--- config.mk ---
export PLATFORM = sky130hd
export DESIGN_NAME = multi_channel_producer
export DESIGN_NICKNAME = d
export VERILOG_FILES = /design/src/rtl/multi_channel_producer_pkg.sv /design/src/rtl/multi_channel_producer_channel.sv /design/src/rtl/multi_channel_producer.sv
export SDC_FILE = /design/constraint.sdc
export NUM_CORES = 1
export LEC_CHECK = 0
export BUFFER_PORTS_ARGS = -buffer_cell sky130_fd_sc_hd__buf_2
export CORE_ASPECT_RATIO = 1.25
export CORE_MARGIN = 1.5
export CORE_UTILIZATION = 60
export CTS_BUF_LIST = sky130_fd_sc_hd__clkbuf_16
export CTS_CLUSTER_DIAMETER = 30
export CTS_CLUSTER_SIZE = 40
export DETAILED_ROUTE_END_ITERATION = 10
export HOLD_SLACK_MARGIN = 0.15
export PLACE_DENSITY = 0.82
export SLEW_MARGIN = 15
export SYNTH_ARGS = -nofsm -noshare
export SYNTH_HDL_FRONTEND = slang
export SYNTH_SLANG_ARGS = --single-unit
--- constraint.sdc ---
create_clock -name clk -period 3.8 [get_ports clk]
set_input_delay 0.57 -clock clk [delete_from_list [all_inputs] [get_ports clk]]
set_output_delay 0.57 -clock clk [all_outputs]
set_load 0.005 [all_outputs]
--- src/rtl/multi_channel_producer_pkg.sv ---
// Shared encodings and defaults for the multi-channel request producer.
// FSM states, address-mode encodings and default widths live here.
package multi_channel_producer_pkg;

   localparam int ADDRESS_WIDTH = 32;
   localparam int ID_WIDTH      = 8;

   localparam logic [31:0] DEFAULT_LFSR_TAPS = 32'h8020_0003;

   localparam logic MODE_SEQ  = 1'b0;
   localparam logic MODE_LFSR = 1'b1;

   typedef enum logic [1:0] {
      ST_IDLE = 2'd0,
      ST_RUN  = 2'd1,
      ST_DONE = 2'd2
   } state_t;

endpackage

--- src/rtl/multi_channel_producer_channel.sv ---
// One request stream: address generator (stride or Galois LFSR), issue ID,
// request counter and valid/stall handling for a single channel.
module producer_channel
   import multi_channel_producer_pkg::*;
#(
   parameter int          CH        = 0,
   parameter int          ADDR_W    = ADDRESS_WIDTH,
   parameter int          ID_W      = ID_WIDTH,
   parameter int          CNT_W     = 16,
   parameter logic [31:0] LFSR_TAPS = DEFAULT_LFSR_TAPS
) (
   input  logic              clk,
   input  logic              reset,
   input  logic              load,
   input  logic              load_mode,
   input  logic [ADDR_W-1:0] load_base,
   input  logic [ADDR_W-1:0] load_stride,
   input  logic [CNT_W-1:0]  load_count,
   input  logic              mode,
   input  logic [ADDR_W-1:0] step,
   input  logic [CNT_W-1:0]  count,
   input  logic              stall,
   output logic [ADDR_W-1:0] address,
   output logic [ID_W-1:0]   id,
   output logic              valid,
   output logic              channel_done
);

   localparam logic [ADDR_W-1:0] TAPS = ADDR_W'(LFSR_TAPS);

   logic [CNT_W-1:0]  issued;
   logic              done_r;
   logic              xfer;
   logic              last;
   logic [ADDR_W-1:0] seq_first;
   logic [ADDR_W-1:0] seed_raw;
   logic [ADDR_W-1:0] seed;
   logic [ADDR_W-1:0] lfsr_next;

   // Handshake: a transfer happens on a rising edge where valid=1 and stall=0;
   // while stalled, address/id/valid hold, and stall is ignored when valid=0.
   assign xfer = valid & ~stall;
   assign last = (issued == count - CNT_W'(1));

   assign seq_first = load_base + ADDR_W'(CH) * load_stride;
   assign seed_raw  = load_base ^ ADDR_W'(CH + 1);
   assign seed      = (seed_raw == '0) ? ADDR_W'(1) : seed_raw;
   assign lfsr_next = {1'b0, address[ADDR_W-1:1]} ^ (address[0] ? TAPS : '0);

   // Done also covers the edge of the final transfer so the FSM can leave RUN on it.
   assign channel_done = done_r | (xfer & last);

   always_ff @(posedge clk or negedge reset) begin
      if (!reset) begin
         address <= '0;
         id      <= '0;
         issued  <= '0;
         valid   <= 1'b0;
         done_r  <= 1'b0;
      end else if (load) begin
         address <= load_mode ? seed : seq_first;
         id      <= '0;
         issued  <= '0;
         valid   <= (load_count != '0);
         done_r  <= (load_count == '0);
      end else if (xfer) begin
         address <= mode ? lfsr_next : address + step;
         id      <= id + ID_W'(1);
         issued  <= issued + CNT_W'(1);
         if (last) begin
            valid  <= 1'b0;
            done_r <= 1'b1;
         end
      end
   end

endmodule

--- src/rtl/multi_channel_producer.sv ---
// Job-level control for NUM_CH independent request streams: start/done FSM,
// latched job configuration and packing of the per-channel outputs.
module multi_channel_producer
   import multi_channel_producer_pkg::*;
#(
   parameter int          NUM_CH    = 2,
   parameter int          ADDR_W    = ADDRESS_WIDTH,
   parameter int          ID_W      = ID_WIDTH,
   parameter int          CNT_W     = 16,
   parameter logic [31:0] LFSR_TAPS = DEFAULT_LFSR_TAPS
) (
   input  logic                     clk,
   input  logic                     reset,
   input  logic                     in_start,
   input  logic                     in_mode,
   input  logic [ADDR_W-1:0]        in_base_addr,
   input  logic [ADDR_W-1:0]        in_stride,
   input  logic [CNT_W-1:0]         in_count,
   input  logic [NUM_CH-1:0]        in_stall,
   output logic [NUM_CH*ADDR_W-1:0] out_address,
   output logic [NUM_CH*ID_W-1:0]   out_id,
   output logic [NUM_CH-1:0]        out_valid,
   output logic                     out_busy,
   output logic                     out_done
);

   state_t              state;
   state_t              state_next;
   logic                cfg_mode;
   logic [ADDR_W-1:0]   cfg_step;
   logic [CNT_W-1:0]    cfg_count;
   logic                load;
   logic [NUM_CH-1:0]   ch_done;

   assign load = (state == ST_IDLE) && in_start;

   always_ff @(posedge clk or negedge reset) begin
      if (!reset) begin
         state     <= ST_IDLE;
         cfg_mode  <= MODE_SEQ;
         cfg_step  <= '0;
         cfg_count <= '0;
         out_busy  <= 1'b0;
         out_done  <= 1'b0;
      end else begin
         state    <= state_next;
         out_busy <= (state_next == ST_RUN);
         // Completion is reported one cycle after DONE is entered.
         out_done <= (state == ST_DONE);
         if (load) begin
            cfg_mode  <= in_mode;
            cfg_step  <= in_stride * ADDR_W'(NUM_CH);
            cfg_count <= in_count;
         end
      end
   end

   always_comb begin
      state_next = state;
      case (state)
         ST_IDLE: if (in_start) state_next = (in_count == '0) ? ST_DONE : ST_RUN;
         ST_RUN:  if (&ch_done) state_next = ST_DONE;
         ST_DONE: state_next = ST_IDLE;
         default: state_next = ST_IDLE;
      endcase
   end

   for (genvar c = 0; c < NUM_CH; c++) begin : g_ch
      producer_channel #(
         .CH        (c),
         .ADDR_W    (ADDR_W),
         .ID_W      (ID_W),
         .CNT_W     (CNT_W),
         .LFSR_TAPS (LFSR_TAPS)
      ) u_ch (
         .clk          (clk),
         .reset        (reset),
         .load         (load),
         .load_mode    (in_mode == MODE_LFSR),
         .load_base    (in_base_addr),
         .load_stride  (in_stride),
         .load_count   (in_count),
         .mode         (cfg_mode == MODE_LFSR),
         .step         (cfg_step),
         .count        (cfg_count),
         .stall        (in_stall[c]),
         .address      (out_address[c*ADDR_W +: ADDR_W]),
         .id           (out_id[c*ID_W +: ID_W]),
         .valid        (out_valid[c]),
         .channel_done (ch_done[c])
      );
   end

endmodule

### Word-level counts from Yosys, hierarchy flattened

Index checks and enable logic that the tools add are counted.

| storage, ports and cells | value |
|---|---|
| register bits after elaboration | 168 |
| input bits | 86 |
| output and inout port bits | 84 |
| logic and storage cells | 90 |

| cells by class | value |
|---|---|
| add/sub/neg operators | 8 |
| eq/ne operators | 5 |
| mux-type cells | 36 |
| bitwise logic cells | 12 |
| reduce and logical (&&, ||, !) cells | 13 |

Operator list:

| cell | count |
|---|---|
| two-way mux 32 bit | 12 |
| adder 32 bit | 3 |
| logical NOT 32 bit | 2 |
| two-way mux 16 bit | 4 |
| XOR 31 x 32 -> 32 bit | 2 |
| adder 16 x 1 -> 16 bit (second input constant) | 2 |
| equality test 16 bit | 2 |
| two-way mux 8 bit | 4 |
| adder 8 x 1 -> 8 bit (second input constant) | 2 |
| logical NOT 16 bit | 1 |
| nonzero test 16 bit | 1 |
| subtractor 16 x 1 -> 16 bit (second input constant) | 1 |
| two-way mux 1 bit | 12 |
| nonzero test 2 bit | 4 |
| two-way mux 2 bit | 3 |
| AND reduction 2 bit | 3 |
| bitwise AND 1 bit | 4 |
| equality test 2 x 1 -> 1 bit (second input constant) | 2 |
| NOT 1 bit | 4 |
| case mux 2 bit (2 select lines) | 1 |
| equality test 2 bit (second input constant) | 1 |
| logical NOT 2 bit | 1 |
| OR 1 bit | 2 |
| logical AND 1 bit | 1 |

### Longest topological paths before layout

| logic depth | value |
|---|---|
| depth after elaboration | 8 |
| mapped depth | 12 |
| mapped depth without buffers | 12 |

### Modules after synthesis

From an unflattened synthesis, not the netlist that was laid out.

| unflattened totals | value |
|---|---|
| cells, all modules | 1730 |
| area total of the unflattened synthesis | 14472.6 um^2 |

Modules (own cells, without submodules):

| module | times used | cells each | area an instance (um^2) | sequential area each (um^2) |
|---|---|---|---|---|
| producer_channel at g_ch[1].u_ch | 1 | 937 | 7101.8 | 1451.4 |
| producer_channel at g_ch[0].u_ch | 1 | 673 | 5371.4 | 1451.4 |
| multi_channel_producer | 1 | 120 | 1999.4 | 1301.2 |

### Worst setup path before layout

No wires, ideal clock.

| timing | value |
|---|---|
| path type | input port to flip-flop |
| start | input in_base_addr[7] |
| end | register g_ch[1].u_ch.address[22] |
| library setup time | 0.119 ns |
| arrival | 2.611 ns |
| data required time | 3.681 ns |
| setup slack | 1.070 ns |
| cell stages on the path | 11 |
| buffers on the path | 1 |
| path through | ha_1 > buf_2 > a211o_1 > or3_1 > o21ba_2 > a41oi_2 > nand3_1 > a31oi_1 > xor2_1 > a21oi_1 > and2_1 |

| between the ends | value |
|---|---|
| longest elaborated chain between the ends | 4 |
| elaborated cells on any way between the ends | 5 |
| classes of those cells | add/sub (1); mux (3); reduce/logical (1) |

RTL lines:

| item | RTL line | text |
|---|---|---|
| start, declared | multi_channel_producer.sv:16 | `input logic [ADDR_W-1:0] in_base_addr,` |
| parallel branches: the longest is 2 deep, another holds adder 32 bit | n/a |  |
| two-way mux 32 bit * | multi_channel_producer_channel.sv:61 | `address <= load_mode ? seed : seq_first;` |
| two-way mux 32 bit * | multi_channel_producer_channel.sv:60 | `end else if (load) begin` |
| end signal, assigned | multi_channel_producer_channel.sv:61 |  |
| end signal, assigned | multi_channel_producer_channel.sv:67 | `address <= mode ? lfsr_next : address + step;` |
| end, declared | multi_channel_producer_channel.sv:23 | `output logic [ADDR_W-1:0] address,` |

Every way passes the cells marked *.
A chain may end at the register's enable or synchronous reset.

### Worst setup path after layout

| timing | value |
|---|---|
| start | register g_ch[0].u_ch.address[1] |
| end | register g_ch[0].u_ch.address[31] |

| between the ends | value |
|---|---|
| longest elaborated chain between the ends | 4 |

RTL lines:

| item | RTL line | text |
|---|---|---|
| start, declared | multi_channel_producer_channel.sv:23 |  |
| start signal, assigned | multi_channel_producer_channel.sv:61 |  |
| start signal, assigned | multi_channel_producer_channel.sv:67 |  |
| adder 32 bit | multi_channel_producer_channel.sv:67 |  |
| two-way mux 32 bit | multi_channel_producer_channel.sv:67 |  |
| two-way mux 32 bit | multi_channel_producer_channel.sv:66 | `end else if (xfer) begin` |
| two-way mux 32 bit | multi_channel_producer_channel.sv:60 |  |

No other way between the ends. The select of a mux whose other input is x is not followed.

==> impl_metrics.json <==
{
  "setup_viol": 0,
  "final_antenna_net_count": 0,
  "synthArstFlopShare": 1.000,
  "antenna_found_initial": 0,
  "core_area_um2": 22360,
  "cp.arrival_ns": 3.53,
  "clkLatencyLatePin_ns": 0.45,
  "vdd_ir_drop_max_mv": 0.3403,
  "synth.yosys.seq_area_share": 0.3059,
  "grt_pass1_vias": 12820,
  "drt-vias-per-instance": 6.447,
  "drv_cap": 0,
  "tns_ns": 0,
  "row_count": 61,
  "ff2ff_path_depth": 12,
  "num_antenna_cells": 0,
  "io_buffers": 169,
  "cts.sinks": 168,
  "place_inst": 2101,
  "area_growth_pct": 12.15,
  "end_kind": "flip-flop",
  "die_w_um": 138.4,
  "die_y_um": 172.2,
  "critical_path_required_ns": 4.12,
  "final_common_cell": "nand2_1",
  "drtIter0Drc": 1225,
  "initial_utilization": 0.6146,
  "grt_setup_unrepaired": "no",
  "postCtsHoldBufs": 0,
  "grt_max_degree": 177,
  "drt_wl_total_um": 41900,
  "ys.warnings.count": 0,
  "gp_congestion": 1.026,
  "p_comb_frac": 0.107,
  "finClkSkew_ns": 0.01426,
  "grt_pass1_wl_um": 66000,
  "yosys.cell_types.count": 84,
  "fin_cells": 2132,
  "fmax_ghz": 0.3109,
  "top_level_ports": 170,
  "synth_flop_cell": "dfrtp_1",
  "syn_area_per_cell_um2": 8.000,
  "syn-num-nets": 1903,
  "wl_per_cell_um": 19.65,
  "cts_tree": "built",
  "synth-seq-cells": 168,
  "mostFrequentLayoutCells": "nand2_1, buf_2, dfrtp_1",
  "synth_edf_count": 0,
  "dr.pass1.iters": 6,
  "die_area_um2": 23830,
  "hpwlAfterDp_um": 30850,
  "ctsHtreeMaxLevel": 4,
  "leakage_nw": 7.673,
  "post_cts_buffers": 0,
  "synth_top_area_frac": 0.3059,
  "worst_slew_pin_slew_ns": 0.8963,
  "p_per_area_nw_per_um2": 271.5,
  "fin_crit_ns": 3.216,
  "clk_path_buf_depth": 2,
  "numCtsBuffers": 17,
  "p_clk_frac": 0.466,
  "min_period_over_period": 0.8464,
  "syn_inst": 1718,
  "nets": 2022,
  "drv_slew": 0,
  "intPower_mw": 3.171,
  "outcome": "finished clean",
  "cp-start-kind": "flip-flop",
  "p_sw_frac": 0.2423,
  "drc": 0,
  "maxSlewHeadroom": 0.4025,
  "critical_path_class": "reg -> reg",
  "drive_gt1_frac": 0.1314,
  "globalRoute.totalOverflow": 0,
  "p_sw_mw": 1.014,
  "grtUsageTotal": 0.3483,
  "seqPwrFrac": 0.427,
  "via_count": 13740,
  "clkTransAtPathRegs_ns": 0.06,
  "synth_area_um2": 13740,
  "hold_violations": 0,
  "hold_path_class": "in -> async",
  "yosysTopAreaCell": "dfrtp_1",
  "ctsResizeCount": 0,
  "synth_area_leaders": "dfrtp_1, ha_1, nand2_1",
  "cp_max_fo": 6,
  "clock-root-buffer": "clkbuf_16"
}
flip-flops by register name, summed over array words and instances, names as in the netlist:
signal / flops
g_ch.u_ch.valid: 2
g_ch.u_ch.address: 64
out_done: 1
cfg_count: 16
g_ch.u_ch.issued: 32
g_ch.u_ch.id: 16
cfg_mode: 1
out_busy: 1
g_ch.u_ch.done_r: 2
cfg_step: 31
state: 2
power groups by stage:
stage / combinational, mW / sequential [mW] / clock [mW]
after floorplan: 0.254 / 1.82 / 0
after global placement: 0.428 / 1.82 / 0
after detailed placement: 0.435 / 1.82 / 0
after CTS: 0.437 / 1.79 / 1.95
after global routing: 0.487 / 1.79 / 2.01
final: 0.447 / 1.79 / 1.95
kinds of logic (layout without fill, tap and decap cells):
group                    count (synthesis)  in the layout  share of synthesized area
AND/OR/NAND/NOR                        636            636                     0.2157
AO/OA/AOI/OAI                          531            531                     0.2465
flip-flops                             168            168                     0.3059
XOR/XNOR                               146            146                    0.09304
buffers and inverters                  122            253                    0.03532
adder cells (fa/ha/maj)                 99             99                    0.09176
multiplexers                            16             16                    0.01174
metal layers:
layer | up-vias | global-route usage | part of all wire | wire (um)
met5 | - | 0 | 0 | 0
met4 | 0 | 0.1739 | 0.044 | 1829
met3 | 123 | 0.04459 | 0.067 | 2828
met2 | 590 | 0.5979 | 0.48 | 20250
met1 | 6586 | 0.4350 | 0.41 | 16990
li1 | 6445 | - | - | -
synth_stat cells (15+ instances only):
library cell / instances
o21ai_0: 136
and3_1: 34
clkbuf_1: 59
nor3_1: 24
a31oi_1: 17
buf_1: 15
nand4_1: 25
dfrtp_1: 168
nand2b_1: 19
nor2_1: 119
nand2_1: 279
a21oi_1: 135
o211ai_1: 33
nand3_1: 53
ha_1: 96
xnor2_1: 64
mux2i_1: 15
or3_1: 18
inv_1: 34
xor2_1: 82
a21o_1: 49
a211oi_1: 21
o21ai_1: 16
nor2b_1: 16
o21a_1: 15
final cells by class:
type,count,area [um2]
Multi-Input combinational cell,1428,9080
Inverter,35,131.4
Clock buffer,17,425.4
Clock inverter,14,216.5
Sequential cell,168,4208
Fill cell,1882,6948
Timing Repair Buffer,187,999.7
Tap cell,283,354.1
final timing paths:
path | slack (ns) | from | to
hold / removal | 0.13 | reset | g_ch[0].u_ch.id[7]
setup reg to reg | 0.58 | g_ch[0].u_ch.address[1] | g_ch[0].u_ch.address[31]
setup / recovery | 0.58 | g_ch[0].u_ch.address[1] | g_ch[0].u_ch.address[31]
min in group clk | 0.33 | in_stride[11] | cfg_step[12]
max in group asynchronous | 2.80 | reset | g_ch[1].u_ch.id[4]
hold reg to reg | 0.45 | state[0] | out_done
per-stage QoR:
stage / util / cell area, um2 / total power [mW] / setup slack (ns) / hold WS [ns]
2_1_floorplan: - / 13740 / 2.076 / 1.070 / 0.2744
3_3_place_gp: 0.6606 / 14770 / 2.250 / 0.5158 / 0.4397
3_5_place_dp: 0.6606 / 14770 / 2.256 / 0.4793 / 0.4439
4_1_cts: 0.6893 / 15410 / 4.180 / 0.6234 / 0.1510
5_1_grt: 0.6893 / 15410 / 4.282 / 0.3621 / 0.1794
6_report: 0.6893 / 15410 / 4.185 / 0.5837 / 0.1294
worst max-delay path, cell delays in order, from the launching register on:
cell and delay (ns):
dfrtp_1 0.42, ha_1 0.21, inv_1 0.06, fa_1 0.39, nor2b_1 0.24, o31ai_1 0.13
a21oi_2 0.35, a311oi_2 0.18, o21a_2 0.29, o31ai_1 0.28, a21oi_1 0.12, nor4b_1 0.31
nor3b_1 0.10
Power figures use the tool's default switching activity.
